==> config.mk <==
export PLATFORM = sky130hd
export DESIGN_NAME = uart_rx_fifo
export DESIGN_NICKNAME = d
export VERILOG_FILES = /design/src/rtl/uart_pkg.sv /design/src/rtl/byte_fifo.sv /design/src/rtl/uart_rx_fifo.sv
export SDC_FILE = /design/constraint.sdc
export NUM_CORES = 1
export LEC_CHECK = 0
export ABC_CLOCK_PERIOD_IN_PS = 4900
export CAP_MARGIN = 25
export CORE_MARGIN = 5
export CORE_UTILIZATION = 35
export CTS_BUF_LIST = sky130_fd_sc_hd__clkbuf_4 sky130_fd_sc_hd__clkbuf_8
export DETAILED_ROUTE_END_ITERATION = 7
export PLACE_DENSITY = 0.52
export SKIP_CTS_REPAIR_TIMING = 1
export SYNTH_ARGS = -nofsm -noshare
export SYNTH_HDL_FRONTEND = slang
export SYNTH_HIERARCHICAL = 1
export SYNTH_SLANG_ARGS = --single-unit
==> constraint.sdc <==
create_clock -name clki -period 4.9 [get_ports clki]
set_clock_uncertainty 0.2 [all_clocks]
set_input_delay 0.49 -clock clki [delete_from_list [all_inputs] [get_ports clki]]
set_output_delay 0.49 -clock clki [all_outputs]
set_load 0.02 [all_outputs]
==> src/rtl/uart_pkg.sv <==
// uart_pkg: shared encodings and constants for the UART receive path
package uart_pkg;

    typedef enum logic [1:0] {
        IDLE     = 2'd0,
        ACK      = 2'd1,
        WAIT_LOW = 2'd2
    } state_t;

    localparam int UART_FIFO_DEPTH = 16;

    localparam logic [15:0] UART_DATA_ADDR = 16'h0001;
    localparam logic [15:0] UART_STAT_ADDR = 16'h0002;

endpackage

==> src/rtl/byte_fifo.sv <==
// byte_fifo: DEPTH-entry byte queue with wrap-bit pointers and a zero-gated head read
module byte_fifo #(
    parameter int DEPTH = 16,
    localparam int AW = $clog2(DEPTH)
) (
    input  logic          clki,
    input  logic          rst_in,
    input  logic          push,
    input  logic          pop,
    input  logic [7:0]    din,
    output logic [7:0]    dout,
    output logic          full,
    output logic          empty,
    output logic [AW:0]   level
);

    logic [7:0]  mem [DEPTH];
    logic [AW:0] wr_ptr;
    logic [AW:0] rd_ptr;

    // pointers advance independently; the extra top bit tells full from empty
    always_ff @(posedge clki or negedge rst_in) begin
        if (!rst_in) begin
            wr_ptr <= '0;
            rd_ptr <= '0;
        end else begin
            if (push) wr_ptr <= wr_ptr + 1'b1;
            if (pop)  rd_ptr <= rd_ptr + 1'b1;
        end
    end

    // storage is not reset; a push while full lands on the slot being popped
    always_ff @(posedge clki) begin
        if (push) mem[wr_ptr[AW-1:0]] <= din;
    end

    assign empty = wr_ptr == rd_ptr;
    assign full  = (wr_ptr[AW] != rd_ptr[AW]) && (wr_ptr[AW-1:0] == rd_ptr[AW-1:0]);
    assign level = wr_ptr - rd_ptr;
    assign dout  = empty ? 8'h00 : mem[rd_ptr[AW-1:0]];

endmodule

==> src/rtl/uart_rx_fifo.sv <==
// uart_rx_fifo: drains the UART holding register into a FIFO read by the CPU bus decoder
module uart_rx_fifo
    import uart_pkg::*;
#(
    parameter int DEPTH = UART_FIFO_DEPTH,
    localparam int AW = $clog2(DEPTH)
) (
    input  logic          clki,
    input  logic          rst_in,
    input  logic [7:0]    rx_data,
    input  logic          rx_new,
    output logic          uart_read,
    input  logic          bus_pop,
    input  logic          bus_clr,
    output logic [7:0]    rd_data,
    output logic          avail,
    output logic          overrun,
    output logic [AW:0]   level
);

    state_t state;
    state_t state_nx;
    logic   bus_pop_q;
    logic   bus_clr_q;
    logic   pop;
    logic   push;
    logic   drop;
    logic   full;
    logic   empty;

    assign avail = ~empty;
    assign pop   = bus_pop & ~bus_pop_q & avail;

    // capture state register
    always_ff @(posedge clki or negedge rst_in) begin
        if (!rst_in) state <= IDLE;
        else         state <= state_nx;
    end

    // one capture per rx_new high period: ack, then wait for the UART to drop it
    always_comb begin
        state_nx = state == IDLE     ? (rx_new ? ACK : IDLE) :
                   state == ACK      ? WAIT_LOW :
                   state == WAIT_LOW ? (rx_new ? WAIT_LOW : IDLE) : IDLE;
    end

    // a pop in the same cycle frees a slot, so a full FIFO still accepts the byte
    always_comb begin
        uart_read = state == ACK;
        push      = state == IDLE && rx_new && (!full || pop);
        drop      = state == IDLE && rx_new && full && !pop;
    end

    // bus strobe edge detectors and sticky overrun; a drop outranks a clear
    always_ff @(posedge clki or negedge rst_in) begin
        if (!rst_in) begin
            bus_pop_q <= 1'b0;
            bus_clr_q <= 1'b0;
            overrun   <= 1'b0;
        end else begin
            bus_pop_q <= bus_pop;
            bus_clr_q <= bus_clr;
            if (drop)                       overrun <= 1'b1;
            else if (bus_clr && !bus_clr_q) overrun <= 1'b0;
        end
    end

    byte_fifo #(.DEPTH(DEPTH)) u_fifo (
        .clki  (clki),
        .rst_in(rst_in),
        .push  (push),
        .pop   (pop),
        .din   (rx_data),
        .dout  (rd_data),
        .full  (full),
        .empty (empty),
        .level (level)
    );

endmodule

### Yosys cells after proc, flatten, opt, wreduce, memory -nomap -nowiden

Memory sizes are Yosys's and may differ from the RTL's.
Cells that the tools add are included.

| storage, ports and cells | value |
|---|---|
| output and inout bits | 16 |
| RAM bits | 128 |
| memories | 1 |
| register bits | 15 |
| word-level logic and storage cells | 41 |

Memory list:

| memory | depth | width | rd ports | clocked after Yosys merged registers in | wr ports | line | RTL |
|---|---|---|---|---|---|---|---|
| u_fifo.mem | 16 | 8 | 1 | 0 | 1 | byte_fifo.sv:17 | `logic [7:0] mem [DEPTH];` |

| cells by class | value |
|---|---|
| multiplexer cells | 10 |
| bitwise operators | 4 |
| add/sub/neg operators | 3 |
| equality and inequality tests | 5 |
| reductions and logical operators | 12 |

Operator list:

| operator | number |
|---|---|
| $add 5x1->5 const B | 2 |
| $mux 2 | 4 |
| $mux 8 | 1 |
| $logic_and 1x1->1 | 6 |
| $eq 5x5->1 | 1 |
| $mux 1 | 5 |
| $sub 5x5->5 | 1 |
| $eq 4x4->1 | 1 |
| $logic_not 1->1 | 3 |
| $and 1x1->1 | 2 |
| $eq 2x1->1 const B | 1 |
| $eq 2x2->1 const B | 1 |
| $logic_not 2->1 | 1 |
| $not 1->1 | 2 |
| $reduce_bool 2->1 | 1 |
| $logic_or 1x1->1 | 1 |
| $ne 1x1->1 | 1 |

### Depth between registers and ports, before layout

Gate-level depths: netlist of the first run.

| depth | value |
|---|---|
| depth after elaboration | 7 |
| mapped depth | 12 |
| gate-level depth less buffers | 9 |

### Cells and area by module

Netlist of the first run, hierarchy kept.

By module, submodules not included:

| module | cells an instance | area an instance (sq um) | instances |
|---|---|---|---|
| byte_fifo | 285 | 5600.4 | 1 |
| uart_rx_fifo | 15 | 195.2 | 1 |

### Worst setup path before layout of the first run

No wires, ideal clock.

| timing | value |
|---|---|
| kind | reg-to-reg |
| start point | register u_fifo.rd_ptr[1] |
| end point | memory u_fifo.mem[3][0] (enable) |
| setup time | 383 ps |
| path buffers | 3 |
| period minus slack after synthesis | 3590 ps |
| slack | 1310 ps |
| arrival time | 3007 ps |
| stages on the path, launching flop included | 12 |
| path through | dfrtp_1 > buf_2 > clkbuf_1 > inv_2 > ha_1 > nand4_1 > nor2_1 > or3b_4 > a21boi_0 > clkbuf_1 > nand2_1 > nor3_1 |

| between the ends | value |
|---|---|
| word-level cells in the longest chain between the ends | 7 |
| elaborated cells on any way between the ends | 10 |

RTL lines:

| item | line | RTL |
|---|---|---|
| start: declaration | byte_fifo.sv:19 | `logic [AW:0] rd_ptr;` |
| start signal: assignment | byte_fifo.sv:28 | `if (pop) rd_ptr <= rd_ptr + 1'b1;` |
| $eq 5x5->1 | byte_fifo.sv:37 | `assign empty = wr_ptr == rd_ptr;` |
| via empty | uart_rx_fifo.sv:29 | `logic empty;` |
| $not 1->1 | uart_rx_fifo.sv:31 | `assign avail = ~empty;` |
| $and 1x1->1 | uart_rx_fifo.sv:32 | `assign pop = bus_pop & ~bus_pop_q & avail;` |
| $logic_or 1x1->1 | uart_rx_fifo.sv:50 | `push = state == IDLE && rx_new && (!full \|\| pop);` |
| $logic_and 1x1->1 | uart_rx_fifo.sv:50 |  |
| via push | uart_rx_fifo.sv:26 | `logic push;` |
| $mux 1 | byte_fifo.sv:34 | `if (push) mem[wr_ptr[AW-1:0]] <= din;` |
| $mux 1 (not written as such) | byte_fifo.sv:34 |  |
| end: declaration | byte_fifo.sv:17 |  |

The timed path passes the listed nets, and every way through them passes these cells.

### Worst setup path after layout of the first run

| timing | value |
|---|---|
| start point | register u_fifo.rd_ptr[2] |
| end point | output rd_data[3] |

| between the ends | value |
|---|---|
| word-level cells in the longest chain between the ends | 2 |
| elaborated cells on any way between the ends | 3 |

RTL lines:

| item | line | RTL |
|---|---|---|
| $eq 5x5->1 | byte_fifo.sv:37 |  |
| via empty | uart_rx_fifo.sv:29 |  |
| $mux 8 | byte_fifo.sv:40 | `assign dout = empty ? 8'h00 : mem[rd_ptr[AW-1:0]];` |
| end: declaration | uart_rx_fifo.sv:15 | `output logic [7:0] rd_data,` |

The timed path passes the listed nets, and every way through them passes these cells.

==> results.json, run 1 <==
{
  "status": "finished, final reports clean",
  "critPathMaxFanout": 13,
  "dieArea_sq_um": 19200,
  "worstSkewPairLatency_ns": 0.44,
  "clock.fmax_ghz": 0.245,
  "drc_errors": 0,
  "dieWidth_microns": 139,
  "cp_data_required_time_ns": 4.21,
  "grt-ovfl-total": 0,
  "yosysWarnings": 6,
  "gp_congestion": 0.789,
  "routed_wl_mm": 12.2,
  "fillers": 1483,
  "dr.pass1.iters": 4,
  "cts_tree": "built",
  "cellInternalPower_uw": 2690,
  "grt_setup_unrepaired": "false",
  "coreArea_sq_um": 16400,
  "initial_core_util_pct": 35.3,
  "chipHeight_microns": 139,
  "first_iter_violations": 207,
  "syn2layout_area_growth_pct": 16.3,
  "grt_antenna_before_repair": 0,
  "ys_ff_latch": 143,
  "hold_violations": 0,
  "ys_types": 33,
  "synth_top_cell_area_share_pct": 66.3,
  "layout_commonest_cell": "edfxtp_1",
  "min_period_over_period_pct": 83.4,
  "vias_per_cell": 4.99,
  "finalSetupTns_ns": 0,
  "pin_count": 29,
  "power_uw": 4090,
  "leakagePower_uw": 0.00225,
  "cp-end-kind": "primary output",
  "slew_viol_final": 0,
  "comb_power_share_pct": 38.3,
  "yosys.area.top_type": "edfxtp_1",
  "detail-route-antenna-nets": 0,
  "grt_pass1_wl_mm": 19.1,
  "synth.area.top_cells": "edfxtp_1 66%, mux4_2 7.8%, dfrtp_1 6.5%",
  "period_needed_ns": 4.09,
  "vias": 2872,
  "grt_max_degree": 35,
  "avgRoutedWirePerCell_microns": 21.2,
  "cts.reportedPaths.clkPinSlew_ns": 0.08,
  "syn_nets": 323,
  "h-tree-depth": 4,
  "whs_ns": 0.274,
  "cap_violations": 0,
  "synth.avg_cell_area_sq_um": 19.3,
  "port_buffers": 28,
  "path_class": "reg2out",
  "netlist_area_sq_um": 5800,
  "cts.sinks": 143,
  "worstMarginPinSlew_ns": 0.942,
  "arrival_ns": 3.40,
  "synth-seq-area-share_pct": 72.8,
  "p_per_area_nw_per_um2": 607,
  "n_antenna_cell": 0,
  "hp-class": "in2async",
  "clockRootBuffer": "clkbuf_8",
  "numCtsBuffers": 17,
  "p_sw_uw": 1400,
  "pwr-share-clk_pct": 23.2,
  "worstSetupStartpointType": "register",
  "drive_gt1_share_pct": 19.1,
  "slew_headroom_pct": 37.0,
  "dp_hpwl_mm": 7.99,
  "syn_inst": 300,
  "seqPwrFrac_pct": 38.4,
  "vdd_ir_drop_max_mv": 0.482,
  "setup_viol": 0,
  "grt_pass1_vias": 3117,
  "final_nets": 367,
  "rows": 47,
  "final_cell_mix": "128 x edfxtp_1, 28 x clkdlybuf4s50_1, 24 x nand2_1, 20 x mux4_2, 17 x clkbuf_8",
  "switching_share_pct": 34.3,
  "grt.total_usage_pct": 13.4,
  "cts.path.max_buffers": 2
}
-- critical path: stages, from the launching register on --
cell and delay [ns]:
dfrtp_1 0.61, inv_2 0.19, ha_1 0.38, nand4_1 0.15, nor2_1 0.12, nor3_2 0.59
a221o_1 0.31, clkdlybuf4s50_1 0.62
-- routing by layer --
metal  track usage [%]  routed length (microns)  vias to the layer above
li1                  -                        -                     1289
met1              18.0                     5630                     1502
met2              20.9                     5640                       64
met3              4.24                      709                       17
met4              4.58                      221                        0
met5                 0                        0                        -
-- area by class of cell --
class / instances / area (sq um) / share of cell area (%)
clock inverter: 13 / 164 / 2.43
clock buffer: 18 / 241 / 3.58
tap: 220 / 275 / 4.09
inverter: 9 / 33.8 / 0.501
multi-input combinational: 136 / 1460 / 21.6
sequential: 143 / 4220 / 62.6
timing repair buffer: 37 / 348 / 5.16
-- cells by family (layout without fill, tap and decap cells) --
group                      count (synthesis)  in the layout  synth area share [%]
buffers and inverters                     21             77                  2.09
xor gates and xnor gates                  13             13                  1.96
and+or+nand+nor                           56             56                  4.58
DFF                                      143            143                  72.8
AOI/OAI and AO/OA                         25             25                  3.07
adders and majority gates                 10             10                  2.29
muxes                                     32             32                  13.2
-- worst paths after layout --
check | startpoint | to | slack (ns) | cells after the start
setup / recovery | u_fifo/rd_ptr[2]$_DFFE_PN0P_ | rd_data[3] | 0.81 | 7
hold / removal | rst_in | bus_pop_q$_DFF_PN0_ | 0.27 | 1
setup reg to reg | u_fifo/rd_ptr[2]$_DFFE_PN0P_ | u_fifo/mem[5][1]$_DFFE_PP_ | 1.17 | 9
hold reg to reg | state[0]$_DFF_PN0_ | state[0]$_DFF_PN0_ | 0.28 | 1
max in group asynchronous | rst_in | u_fifo/rd_ptr[0]$_DFFE_PN0P_ | 3.73 | 1
min in group clki | state[0]$_DFF_PN0_ | state[0]$_DFF_PN0_ | 0.28 | 1
-- Yosys cell counts --
library cell  count
a21boi_0          1
a21o_1            2
a21oi_1          10
a221o_1           8
a32o_1            1
buf_12            1
buf_2             3
buf_4             1
buf_6             1
buf_8             1
clkbuf_1          5
dfrtp_1          15
edfxtp_1        128
fa_1              1
ha_1              9
inv_1             5
inv_2             4
mux4_1           12
mux4_2           20
nand2_1          24
nand2b_1          4
nand3b_1          1
nand4_1           4
nor2_1           14
nor2b_1           1
nor3_1            4
nor3_2            2
nor3b_1           1
o21ai_0           1
o21ai_1           2
or3b_4            1
xnor2_1           8
xor2_1            5
-- per-stage QoR --
stage / instance area (sq um) / std cells / util [%] / setup slack [ns]
4_1_cts: 6740 / 576 / 41.1 / 0.782
3_5_place_dp: 6330 / 545 / 38.6 / 1.16
5_1_grt: 6740 / 576 / 41.1 / 0.631
6_report: 6740 / 576 / 41.1 / 0.812
2_1_floorplan: 5800 / 300 / - / 1.31
3_3_place_gp: 6330 / 545 / 38.6 / 1.30
-- power groups by stage --
stage	Clock, uW	Sequential [uW]	Combinational (uW)
6_report	951	1570	1570
3_5_place_dp	0	1600	1590
2_1_floorplan	0	1520	1090
3_3_place_gp	0	1600	1590
4_1_cts	979	1570	1590
5_1_grt	1040	1590	1690
-- sequential cells by signal (all words and copies together), names as in the netlist --
| signal | count |
|---|---|
| u_fifo/wr_ptr | 5 |
| bus_clr_q | 1 |
| state | 2 |
| bus_pop_q | 1 |
| u_fifo/rd_ptr | 5 |
| overrun | 1 |
| u_fifo/mem | 128 |
Power figures use the tool's default switching activity.
==> run 2, diff against run 1 <==
- ABC_CLOCK_PERIOD_IN_PS: 4900 -> 3300
- PLACE_DENSITY: 0.52 -> 0.54
- clock period: 4.9 -> 3.3 ns (I/O delays scaled with it)
==> run 2 against run 1 <==
Combinational power is 64% higher. First-iteration DRC count is 5.8% lower. Clock power increased by 55%. Critical path depth rose by 3. Count of clock-buffer cells in the layout rose by 2. Worst setup slack got worse by 0.62 ns. Via count increased by 1.4%. Non-clock buffer count is 18 higher. Sequential share of layout area is 2.5 points lower. Critical endpoint is now u_fifo/mem[7][4]$_DFFE_PP_.
==> results.json, run 2 (synthesized netlist as in run 1, its figures left out) <==
{
  "cts_tree": "built",
  "largest_register_ffs": 128,
  "status": "finished, final reports clean",
  "dp_cells": 561,
  "p_per_area_nw_per_um2": 895,
  "fillers": 1459,
  "n_antenna_cell": 0,
  "path_common_cell": "buf_4",
  "final_core_util_pct": 42.8,
  "hold_violations": 0,
  "routed_wl_mm": 11.8,
  "drive_gt1_share_pct": 25.9,
  "period_needed_ns": 3.10,
  "critPathMaxFanout": 8,
  "crit_chain": "inv_2 > ha_1 > nand4_1 > nor2_4 > or3b_4 > a21boi_1 > buf_4 > nand2_1 > nor2_1 > buf_4",
  "leakagePower_uw": 0.00249,
  "min_period_over_period_pct": 94.0,
  "vias_per_cell": 4.89,
  "fin_cells": 595,
  "grt_pass1_vias": 3117,
  "slew_viol_final": 0,
  "power_uw": 6280,
  "cpMaxStageDelayCell": "or3b_4",
  "rows": 47,
  "dr.pass1.iters": 5,
  "gp_congestion": 0.755,
  "hp-class": "in2async",
  "vdd_ir_drop_max_mv": 0.346,
  "setup_viol": 0,
  "whs_ns": 0.102,
  "cpPeakStageDelay_ns": 0.43,
  "grt.total_usage_pct": 12.9,
  "initial_core_util_pct": 35.3,
  "pin_count": 29,
  "numCtsBuffers": 17,
  "grt_setup_unrepaired": "false",
  "cp-end-kind": "register",
  "grt_max_degree": 35,
  "path_class": "reg2reg",
  "avgRoutedWirePerCell_microns": 19.8,
  "cp_data_required_time_ns": 3.24,
  "layout_commonest_cell": "edfxtp_1",
  "worstSkewPairLatency_ns": 0.44,
  "grt_pass1_wl_mm": 18.5,
  "vias": 2912,
  "cap_violations": 0,
  "port_buffers": 28,
  "drc_errors": 0,
  "syn2layout_area_growth_pct": 21.1,
  "final_cell_mix": "128 x edfxtp_1, 24 x nand2_1, 24 x buf_4, 20 x mux4_2",
  "detail-route-antenna-nets": 0,
  "first_iter_violations": 195,
  "dp_hpwl_mm": 7.62,
  "cts.reportedPaths.clkPinSlew_ns": 0.08,
  "dieWidth_microns": 139,
  "h-tree-depth": 4,
  "chipHeight_microns": 139,
  "slew_headroom_pct": 53.6,
  "arrival_ns": 3.04,
  "cts.path.max_buffers": 2,
  "final_nets": 385,
  "clockRootBuffer": "clkbuf_8",
  "grt_antenna_before_repair": 0,
  "worstSetupStartpointType": "register",
  "grt-ovfl-total": 0,
  "cts.sinks": 143,
  "dieArea_sq_um": 19200,
  "clock.fmax_ghz": 0.322,
  "coreArea_sq_um": 16400,
  "worstMarginPinSlew_ns": 0.694
}
-- run 2: changes by cell type in the layout (fill, tap and decap cells not counted), moves of 5 or more --
cell             previous run  this run
buf_4                       9        24
clkdlybuf4s50_1            28        19
dlymetal6s2s_1              0         9
nor3_4                      0         5
-- run 2: critical path, delay by kind of cell (launching register included) --
kind	cells	cell delay [ns]
fa+ha+maj	1	0.28
compound gates	1	0.29
flops	1	0.42
buf+inv	3	0.55
simple gates	5	1.06
-- run 2: stage by stage --
step	TNS (ns)	setup slack [ns]	instance area [sq um]
final	0	0.197	7020
after global routing	0	0.0475	7020
after CTS	-2.64	-0.392	6920
after detailed placement	0	0.0999	6500
after global placement	0	0.159	6500
after floorplan	-6.28	-0.0939	5840
-- run 2: worst paths after layout --
check | depth (start not counted) | slack (ns) | start | to
max | 10 | 0.20 | u_fifo/rd_ptr[3]$_DFFE_PN0P_ | u_fifo/mem[7][4]$_DFFE_PP_
min | 1 | 0.10 | rst_in | u_fifo/wr_ptr[1]$_DFFE_PN0P_
max reg2reg | 10 | 0.20 | u_fifo/rd_ptr[3]$_DFFE_PN0P_ | u_fifo/mem[7][4]$_DFFE_PP_
min reg2reg | 1 | 0.29 | state[0]$_DFF_PN0_ | state[0]$_DFF_PN0_
max in group asynchronous | 1 | 2.31 | rst_in | u_fifo/rd_ptr[0]$_DFFE_PN0P_
min in group clki | 1 | 0.16 | bus_clr | bus_clr_q$_DFF_PN0_
-- run 2: cell type report --
cell class                 count  area [sq um]  area share [%]
clock buffer                  20           269            3.83
clock inverter                12           154            2.19
inverter                       9          33.8           0.481
multi-input combinational    136          1530            21.8
sequential                   143          4220            60.1
tap                          220           275            3.92
timing repair buffer          55           538            7.66
-- run 2: power breakdown --
part	total (uW)	switching, uW	internal (uW)
sequential	2230	83.8	2150
combinational	2580	1390	1190
clock	1470	666	801
-- run 2: routing by layer --
layer	wire, microns	track usage (%)	up-vias
li1	-	-	1328
met1	5550	17.6	1534
met2	5830	20.3	40
met3	318	3.34	10
met4	98	4.48	0
met5	0	0	-
==> run 3, diff against run 2 <==
- ABC_CLOCK_PERIOD_IN_PS: 3300 -> 3400
- PLACE_DENSITY: 0.54 -> 0.52
- clock period: 3.3 -> 3.4 ns (I/O delays scaled with it)
==> run 3 against run 2 <==
Routed wire length is 1.3% higher. Sequential power hardly changed. Count of clock-buffer cells in the layout is 1 lower. Combinational power is 5% lower. Largest cell class unchanged. Critical path depth is 2 lower. Clock power is 14% lower. First-iteration DRC count is 4.1% lower. Highest routed layer unchanged. Via count is 1.8% lower. Global-route usage is 0.12 points lower. Non-clock buffer count is 2 lower. Sequential share of layout area is 0.86 points higher. Power is 5.7% lower.
==> results.json, run 3 (synthesized netlist as in run 1, its figures left out) <==
{
  "min_period_over_period_pct": 95.0,
  "initial_core_util_pct": 35.3,
  "cts_tree": "built",
  "gp_congestion": 0.823,
  "clockRootBuffer": "clkbuf_8",
  "dieWidth_microns": 139,
  "cts.sinks": 143,
  "first_iter_violations": 187,
  "arrival_ns": 2.69,
  "dieArea_sq_um": 19200,
  "grt_pass1_wl_mm": 18.2,
  "period_needed_ns": 3.23,
  "crit_buf_inv": 3,
  "p_sw_uw": 2030,
  "crit_chain": "inv_1 > ha_1 > inv_2 > fa_1 > a21o_1 > a21oi_1 > xnor2_1 > clkdlybuf4s50_1",
  "cts.path.max_buffers": 2,
  "clock.fmax_ghz": 0.310,
  "dp_hpwl_mm": 7.83,
  "coreArea_sq_um": 16400,
  "routed_wl_mm": 12.0,
  "worstSetupStartpointType": "register",
  "cap_violations": 0,
  "detail-route-antenna-nets": 0,
  "status": "finished, final reports clean",
  "final_nets": 383,
  "cellInternalPower_uw": 3890,
  "chipHeight_microns": 139,
  "crit_family": "buffers and inverters",
  "critPathMaxFanout": 5,
  "setup_viol": 0,
  "cpPeakStageDelay_ns": 0.62,
  "grt_pass1_vias": 3035,
  "grt-ovfl-total": 0,
  "comb_power_share_pct": 41.4,
  "regArea_sq_um": 4220,
  "worstSkewPairLatency_ns": 0.43,
  "cp_data_required_time_ns": 2.86,
  "multiInputGateArea_sq_um": 1500,
  "path_class": "reg2out",
  "seqPwrFrac_pct": 37.4,
  "syn2layout_area_growth_pct": 19.5,
  "cpMaxStageDelayCell": "clkdlybuf4s50_1",
  "switching_share_pct": 34.3,
  "cts.reportedPaths.clkPinSlew_ns": 0.08,
  "slew_viol_final": 0,
  "drive_gt1_share_pct": 24.9,
  "vias_per_cell": 4.82,
  "dr.pass1.iters": 4,
  "whs_ns": 0.121,
  "n_antenna_cell": 0,
  "worstMarginPinSlew_ns": 0.682,
  "grt.total_usage_pct": 12.8,
  "p_per_area_nw_per_um2": 855,
  "final_cell_mix": "128 x edfxtp_1, 24 x nand2_1, 22 x buf_4, 20 x clkdlybuf4s50_1, 20 x mux4_2",
  "layout_commonest_cell": "edfxtp_1",
  "leakagePower_uw": 0.00242,
  "port_buffers": 28,
  "grt_setup_unrepaired": "false",
  "pin_count": 29,
  "placed_area_sq_um": 6440,
  "pwr-share-clk_pct": 21.3,
  "vias": 2860,
  "avgRoutedWirePerCell_microns": 20.2,
  "rows": 47,
  "numCtsBuffers": 17,
  "slew_headroom_pct": 54.4,
  "cp-end-kind": "primary output",
  "grt_max_degree": 35,
  "hp-class": "in2async",
  "hold_violations": 0,
  "vdd_ir_drop_max_mv": 0.344,
  "fillers": 1441,
  "largest_register_ffs": 128,
  "drc_errors": 0,
  "h-tree-depth": 4,
  "grt_antenna_before_repair": 0,
  "stdcell_area_sq_um": 6930
}
[run 3: cell count changes in the layout (fill, tap and decap cells not counted), sizes merged]
cell / change
inv: -5
clkinv: +4
clkinvlp: +3
buf: -2
bufinv: -1
clkbuf: -1
clkdlybuf4s50: +1
dlymetal6s2s: -1
[run 3: power groups by stage]
stage                     Combinational (uW)  Clock (uW)  Sequential, uW
final                                   2450        1260            2210
after global routing                    2630        1370            2240
after CTS                               2400        1300            2210
after detailed placement                2390           0            2250
after global placement                  2390           0            2240
after floorplan                         1570           0            2190
[run 3: metal layers]
| layer | vias up | wire length (microns) | GRT usage (%) |
|---|---|---|---|
| li1 | 1316 | - | - |
| met1 | 1475 | 5580 | 17.7 |
| met2 | 61 | 5830 | 19.9 |
| met3 | 8 | 433 | 3.76 |
| met4 | 0 | 111 | 3.66 |
| met5 | - | 0 | 0 |
[run 3: final timing paths]
| check | slack, ns | end | cells after the start | startpoint |
|---|---|---|---|---|
| worst min register to register | 0.30 | overrun$_DFFE_PN0P_ | 1 | overrun$_DFFE_PN0P_ |
| min in group clki | 0.19 | bus_clr_q$_DFF_PN0_ | 1 | bus_clr |
| worst min-delay path | 0.12 | u_fifo/wr_ptr[4]$_DFFE_PN0P_ | 1 | rst_in |
| worst max-delay path | 0.17 | level[4] | 8 | u_fifo/wr_ptr[0]$_DFFE_PN0P_ |
| max in group asynchronous | 2.40 | u_fifo/wr_ptr[2]$_DFFE_PN0P_ | 1 | rst_in |
| worst max register to register | 0.45 | u_fifo/mem[3][2]$_DFFE_PP_ | 10 | u_fifo/rd_ptr[3]$_DFFE_PN0P_ |
[run 3: worst reg2reg max path: cells and delay by family, from the launching register on]
| family | cells | cell delay [ns] |
|---|---|---|
| flip-flops | 1 | 0.43 |
| AO/OA/AOI/OAI | 1 | 0.18 |
| adder cells (fa/ha/maj) | 1 | 0.28 |
| buffers and inverters | 3 | 0.53 |
| AND/OR/NAND/NOR | 5 | 1.03 |
[run 3: metrics by stage]
stage | util [%] | TNS [ns] | setup WS, ns | power [uW] | std cells
6_report | 42.2 | 0 | 0.171 | 5930 | 593
5_1_grt | 42.2 | 0 | 0.00334 | 6240 | 593
4_1_cts | 41.5 | -2.07 | -0.283 | 5910 | 590
3_5_place_dp | 39.3 | 0 | 0.223 | 4640 | 558
3_3_place_gp | 39.3 | 0 | 0.269 | 4630 | 558
2_1_floorplan | - | -2.56 | -0.160 | 3770 | 300
[run 3: layout make-up]
class	instances	area share (%)
Tap cell	220	3.97
Inverter	9	0.488
Clock buffer	19	3.59
Multi-Input combinational cell	136	21.7
Timing Repair Buffer	53	7.46
Clock inverter	13	1.79
Sequential cell	143	61.0
